`src/rtl/dooz_turn_scheduler.sv`:
```
// Sequences one 3x3 Dooz game: board ownership, turn order, move legality, bot handshake, per-turn timeout, win/draw.
// A legal strobe commits on its edge; the next side's turn flag rises 2 cycles after the strobe. The bot is held on bot_req until it acks.
module dooz_turn_scheduler #(
  parameter int TIMEOUT_CYCLES = 1000,
  parameter int CNT_W          = 16,
  parameter bit FIRST_B        = 1'b0
) (
  input  logic       clk,
  input  logic       reset,
  input  logic       start,
  input  logic       botplay,
  input  logic [3:0] p1_move,
  input  logic       p1_valid,
  input  logic [3:0] p2_move,
  input  logic       p2_valid,
  output logic       bot_req,
  input  logic [3:0] bot_move,
  input  logic       bot_ack,
  output logic [8:0] board_occ,
  output logic [8:0] board_own,
  output logic       turn_a,
  output logic       turn_b,
  output logic       winner_a,
  output logic       winner_b,
  output logic       draw,
  output logic       illegal,
  output logic       timeout
);

  typedef enum logic [2:0] {
    S_IDLE,
    S_WAIT_A,
    S_WAIT_B,
    S_BOT_REQ,
    S_CHECK,
    S_DONE
  } state_t;

  localparam logic [CNT_W-1:0] TIMER_LAST = CNT_W'(TIMEOUT_CYCLES - 1);

  state_t           state;
  state_t           state_nxt;
  logic [8:0]       occ;
  logic [8:0]       own;
  logic [3:0]       move_cnt;
  logic [CNT_W-1:0] timer;
  logic             mode;
  logic             last_b;
  logic             win_a_q;
  logic             win_b_q;
  logic             draw_q;
  logic             illegal_q;
  logic             timeout_q;

  logic       in_turn;
  logic       mv_vld;
  logic [3:0] mv_cell;
  logic [3:0] mv_idx;
  logic       cell_ok;
  logic [8:0] cell_mask;
  logic       legal;
  logic       bad;
  logic       expire;
  logic       side_b;
  logic [8:0] mover_cells;
  logic       mover_won;
  state_t     opp_state;

  function automatic logic has_line(input logic [8:0] m);
    logic [8:0] lines [8];
    logic       hit;
    lines = '{9'h007, 9'h038, 9'h1C0, 9'h049, 9'h092, 9'h124, 9'h111, 9'h054};
    hit = 1'b0;
    for (int i = 0; i < 8; i++) begin
      if ((m & lines[i]) == lines[i]) hit = 1'b1;
    end
    return hit;
  endfunction

  assign in_turn = (state == S_WAIT_A) || (state == S_WAIT_B) || (state == S_BOT_REQ);
  assign side_b  = (state == S_WAIT_B) || (state == S_BOT_REQ);

  // Only the strobe belonging to the side whose turn it is gets through.
  always_comb begin
    mv_vld  = 1'b0;
    mv_cell = 4'd0;
    case (state)
      S_WAIT_A: begin
        mv_vld  = p1_valid;
        mv_cell = p1_move;
      end
      S_WAIT_B: begin
        mv_vld  = p2_valid;
        mv_cell = p2_move;
      end
      S_BOT_REQ: begin
        mv_vld  = bot_ack;
        mv_cell = bot_move;
      end
      default: begin
        mv_vld  = 1'b0;
        mv_cell = 4'd0;
      end
    endcase
  end

  assign cell_ok   = (mv_cell >= 4'd1) && (mv_cell <= 4'd9);
  assign mv_idx    = mv_cell - 4'd1;
  assign cell_mask = cell_ok ? (9'd1 << mv_idx) : 9'd0;
  assign legal     = mv_vld && cell_ok && ((occ & cell_mask) == 9'd0);
  assign bad       = mv_vld && !legal;
  // A legal commit on the expiry cycle takes precedence over the forfeit.
  assign expire    = in_turn && (timer == TIMER_LAST) && !legal;

  assign mover_cells = last_b ? (occ & own) : (occ & ~own);
  assign mover_won   = has_line(mover_cells);
  assign opp_state   = mode ? S_BOT_REQ : S_WAIT_B;

  always_ff @(posedge clk or posedge reset) begin
    if (reset) state <= S_IDLE;
    else       state <= state_nxt;
  end

  always_comb begin
    state_nxt = state;
    case (state)
      S_IDLE, S_DONE: begin
        if (start) begin
          if (!FIRST_B)     state_nxt = S_WAIT_A;
          else if (botplay) state_nxt = S_BOT_REQ;
          else              state_nxt = S_WAIT_B;
        end
      end
      S_WAIT_A: begin
        if (legal)       state_nxt = S_CHECK;
        else if (expire) state_nxt = opp_state;
      end
      S_WAIT_B, S_BOT_REQ: begin
        if (legal)       state_nxt = S_CHECK;
        else if (expire) state_nxt = S_WAIT_A;
      end
      S_CHECK: begin
        if (mover_won || (move_cnt == 4'd9)) state_nxt = S_DONE;
        else if (last_b)                     state_nxt = S_WAIT_A;
        else                                 state_nxt = opp_state;
      end
      default: state_nxt = S_IDLE;
    endcase
  end

  always_comb begin
    turn_a  = 1'b0;
    turn_b  = 1'b0;
    bot_req = 1'b0;
    case (state)
      S_WAIT_A:  turn_a = 1'b1;
      S_WAIT_B:  turn_b = 1'b1;
      S_BOT_REQ: begin
        turn_b  = 1'b1;
        bot_req = 1'b1;
      end
      default: begin
        turn_a  = 1'b0;
        turn_b  = 1'b0;
        bot_req = 1'b0;
      end
    endcase
  end

  always_ff @(posedge clk or posedge reset) begin
    if (reset) begin
      occ       <= 9'd0;
      own       <= 9'd0;
      move_cnt  <= 4'd0;
      timer     <= '0;
      mode      <= 1'b0;
      last_b    <= 1'b0;
      win_a_q   <= 1'b0;
      win_b_q   <= 1'b0;
      draw_q    <= 1'b0;
      illegal_q <= 1'b0;
      timeout_q <= 1'b0;
    end else begin
      illegal_q <= bad;
      timeout_q <= expire;
      if (((state == S_IDLE) || (state == S_DONE)) && start) begin
        occ      <= 9'd0;
        own      <= 9'd0;
        move_cnt <= 4'd0;
        timer    <= '0;
        mode     <= botplay;
        last_b   <= 1'b0;
        win_a_q  <= 1'b0;
        win_b_q  <= 1'b0;
        draw_q   <= 1'b0;
      end else if (legal) begin
        occ    <= occ | cell_mask;
        own    <= side_b ? (own | cell_mask) : (own & ~cell_mask);
        last_b <= side_b;
        timer  <= '0;
        if (move_cnt != 4'd9) move_cnt <= move_cnt + 4'd1;
      end else if (expire) begin
        timer <= '0;
      end else if (in_turn) begin
        if (timer != '1) timer <= timer + 1'b1;
      end
      if (state == S_CHECK) begin
        if (mover_won) begin
          if (last_b) win_b_q <= 1'b1;
          else        win_a_q <= 1'b1;
        end else if (move_cnt == 4'd9) begin
          draw_q <= 1'b1;
        end
      end
    end
  end

  assign board_occ = occ;
  assign board_own = own;
  assign winner_a  = win_a_q;
  assign winner_b  = win_b_q;
  assign draw      = draw_q;
  assign illegal   = illegal_q;
  assign timeout   = timeout_q;

endmodule

```
`config.mk`:
```
export PLATFORM = sky130hd
export DESIGN_NAME = dooz_turn_scheduler
export DESIGN_NICKNAME = d
export VERILOG_FILES = /design/src/rtl/dooz_turn_scheduler.sv
export SDC_FILE = /design/constraint.sdc
export NUM_CORES = 1
export LEC_CHECK = 0
export BUFFER_PORTS_ARGS = -buffer_cell sky130_fd_sc_hd__buf_2
export CORE_AREA = 2 2 81 83
export CTS_CLUSTER_DIAMETER = 60
export DETAILED_ROUTE_END_ITERATION = 6
export DIE_AREA = 0 0 83 85
export PLACE_DENSITY = 0.72
export RECOVER_POWER = 50
export SYNTH_ARGS = -nofsm -noshare
export SYNTH_HDL_FRONTEND = slang
export SYNTH_SLANG_ARGS = --single-unit
```
`constraint.sdc`:
```
create_clock -name clk -period 4.04 [get_ports clk]
set_input_delay 1.01 -clock clk [delete_from_list [all_inputs] [get_ports clk]]
set_output_delay 1.01 -clock clk [all_outputs]
set_load 0.05 [all_outputs]
```
==> impl_metrics.yaml <==
placement:
  io_buffers: 44
  place_area_um2: 3590
  hpwl_um: 5980
  gp_congestion: 0.884
  place_inst: 476
  dp_worst_setup_slack_ns: 0.212
routing:
  vias_per_cell: 6.34
  routed-wl-met2_um: 3690
  route.detailed.drc: 0
  met1Wirelength_um: 4210
  routed-wl-met3_um: 466
  drt_wl_total_um: 8460
  routed.top_layer: "met4"
  ant_nets: 0
  drt_iter0_drc: 257
  wl_per_cell_um: 17.5
  route.vias.total: 3068
  dr.pass1.iters: 5
cells_and_area:
  fin_area_um2: 3660
  fillers: 553
  most-common-layout-cells: "48 x dfrtp_1, 39 x nand2_1, 32 x buf_2"
  fin_util: 0.590
  area_growth_pct: 9.88
  layout-drive-gt1-share: 0.174
  layout.nets: 430
  diodes: 0
  final_cells: 484
  final_common_cell: "dfrtp_1"
pwr:
  power_switching_mw: 1.57
  power.leakage_nw: 1.53
  p_clk_frac: 0.107
  p_int_mw: 1.34
  pwr-share-seq: 0.288
  powerDensity_nw_per_um2: 794
  comb_power_share: 0.606
  power.ir.vdd_worst_mv: 0.573
  p_total_mw: 2.91
  switching_share: 0.539
synthesis:
  ys_ff_latch: 48
  synth-xor-area-share: 0.0184
  ys_seq_area_frac: 0.360
  syn_nets: 393
  synth_top_family_by_area: "simple AND/OR/NAND/NOR gates"
  synth_cell_types: 68
  synth_area_leader_cell: "dfrtp_1"
  muxShareOfSynthArea: 0.0409
  synthArstFlopShare: 1.00
  yosysWarnings: 0
  synthesis.area_per_instance_um2: 9.03
  synthSimpleGateAreaFrac: 0.277
  synth_ff_type: "dfrtp_1"
  synth_area_um2: 3330
  synth_edf_count: 0
  synth_compound_area_frac: 0.226
  netlist_instances: 369
  synthTopCellsByArea: "dfrtp_1 36%, nand2_1 4.4%, nand4_1 3.0%"
  synthAdderAreaFrac: 0.0188
  synth.top_cell.area_share: 0.360
setup_path:
  crit_family: "simple AND/OR/NAND/NOR gates"
  critical-path-slowest-cell: "dfrtp_1"
  worstPathArrival_ns: 3.92
  startpoint_type: "flip-flop"
  cp.required_ns: 4.27
  cpMostUsedCell: "nor2_1"
  crit_path_max_incr_delay_ns: 0.62
  crit_fanout: 50
  path_cells: "nor2b_4, a22oi_2, nor2_1, nor2_1, ha_1, and2_1, nand4_1, a221o_1, nand4_4, buf_12, nand2b_1, mux2i_1"
  crit_type: "flip-flop to flip-flop"
  cp_num_buf_inv: 1
  crit_path_end_kind: "flip-flop"
die:
  coreArea_um2: 6200
  start_util: 0.537
  io_pins: 45
  dieArea_um2: 7060
  die_width_um: 83
  placementRows: 29
  die_h_um: 85
clock_tree:
  postCtsSetupBuffers: 0
  clk_latency_ns: 0.30
  root_buffer: "clkbuf_8"
  ctsResizeCount: 0
  cts_buffer_depth: 2
  cts_made_buffers: 5
  clk_pin_slew_worst_paths_ns: 0.09
  htreeDepth: 2
  cts_hold_buf: 0
  cts_num_sinks: 48
  tritoncts: "built"
grt:
  grt-ovfl-total: 0
  track_usage: 0.247
  grt_max_degree: 51
  grt_pass1_vias: 2756
  antenna_found_initial: 0
  grt_pass1_wl_um: 14300
timing:
  fin_skew_ns: 0.00676
  finalSetupViolCount: 0
  finalCritPeriodShare: 0.912
  setup_ws_ns: 0.356
  hold_violations: 0
  rsz0062_at_grt: "false"
  relSlewSlack: -0.216
  final_max_slew_viol_count: 49
  holdWs_ns: 0.502
  tns_ns: 0
  fin_crit_ns: 3.68
  tightest_slew_ns: 1.82
  max_freq_mhz: 271
hold_path:
  hold_class: "flip-flop to flip-flop"
status:
  violations: "max-capacitance violations, max-slew violations"
  outcome: "finished with violations"
flow_run:
  drv_cap: 1
-- cell families after synthesis --
group                      Yosys count
xor gates and xnor gates             7
AOI/OAI and AO/OA                   99
and+or+nand+nor                    160
DFF                                 48
adders and majority gates            5
muxes                               12
buffers and inverters               38
-- state kept, by name (all words and copies together), names as in the netlist --
name	count
winner_b	1
winner_a	1
board_occ	9
timeout	1
last_b	1
board_own	9
illegal	1
draw	1
mode	1
state	3
move_cnt	4
timer	16
-- layer usage --
layer / vias up / global-route usage
li1: 1467 / -
met1: 1494 / 0.381
met2: 96 / 0.366
met3: 11 / 0.0457
met4: 0 / 0.0462
met5: - / 0
-- worst reg2reg max path: cells and delay by family (launching register included) --
family / cells / cell delay [ns]
and+or+nand+nor: 7 / 1.52
DFF: 1 / 0.62
AOI/OAI and AO/OA: 2 / 0.57
adders and majority gates: 1 / 0.46
buffers and inverters: 1 / 0.25
muxes: 1 / 0.20
-- worst paths after layout --
path	cells after the start	endpoint	slack [ns]	start
setup / recovery	12	move_cnt[0]$_DFFE_PP0P_	0.36	state[0]$_DFFE_PP0P_
hold / removal	2	winner_b$_DFF_PP0_	0.50	winner_b$_DFF_PP0_
setup reg to reg	12	move_cnt[0]$_DFFE_PP0P_	0.36	state[0]$_DFFE_PP0P_
hold reg to reg	2	winner_b$_DFF_PP0_	0.50	winner_b$_DFF_PP0_
max in group asynchronous	2	board_own[7]$_DFFE_PP0P_	1.71	reset
min in group asynchronous	2	winner_b$_DFF_PP0_	1.27	reset
-- power groups by stage --
stage	combinational, mW	clock [mW]	sequential, mW
after floorplan	1.29	0	0.935
after global placement	1.73	0	0.833
after detailed placement	1.76	0	0.836
after CTS	1.76	0.315	0.828
after global routing	1.92	0.331	0.861
final	1.76	0.310	0.836
-- synth_stat cells (3+ instances only) --
cell	number
a21oi_1	8
a22o_1	3
a22oi_2	3
a2bb2oi_1	7
a31oi_1	8
and2_1	6
and3_1	8
buf_1	3
buf_2	6
buf_6	4
clkbuf_1	7
dfrtp_1	48
ha_1	5
inv_1	16
mux2i_1	7
nand2_1	39
nand2b_1	6
nand3_1	19
nand4_1	16
nand4b_1	4
nor2_1	21
nor2b_1	3
nor3_1	10
nor3_2	5
o211ai_1	9
o21a_1	10
o21ai_0	14
o21ai_1	4
o221ai_1	4
o2bb2ai_1	5
o31ai_1	4
o41ai_1	3
or4_1	4
xnor2_1	4
xor2_1	3
-- area by class of cell --
cell class                 instances  area, µm²  area share
clock inverter                     1       7.51     0.00205
inverter                          16       60.1      0.0164
multi-input combinational        283       1940       0.529
sequential                        48       1200       0.328
timing repair buffer              52        274      0.0748
clock buffer                       7       86.3      0.0236
tap                               77       96.3      0.0263
No activity file was read; power rests on OpenSTA's default activity.
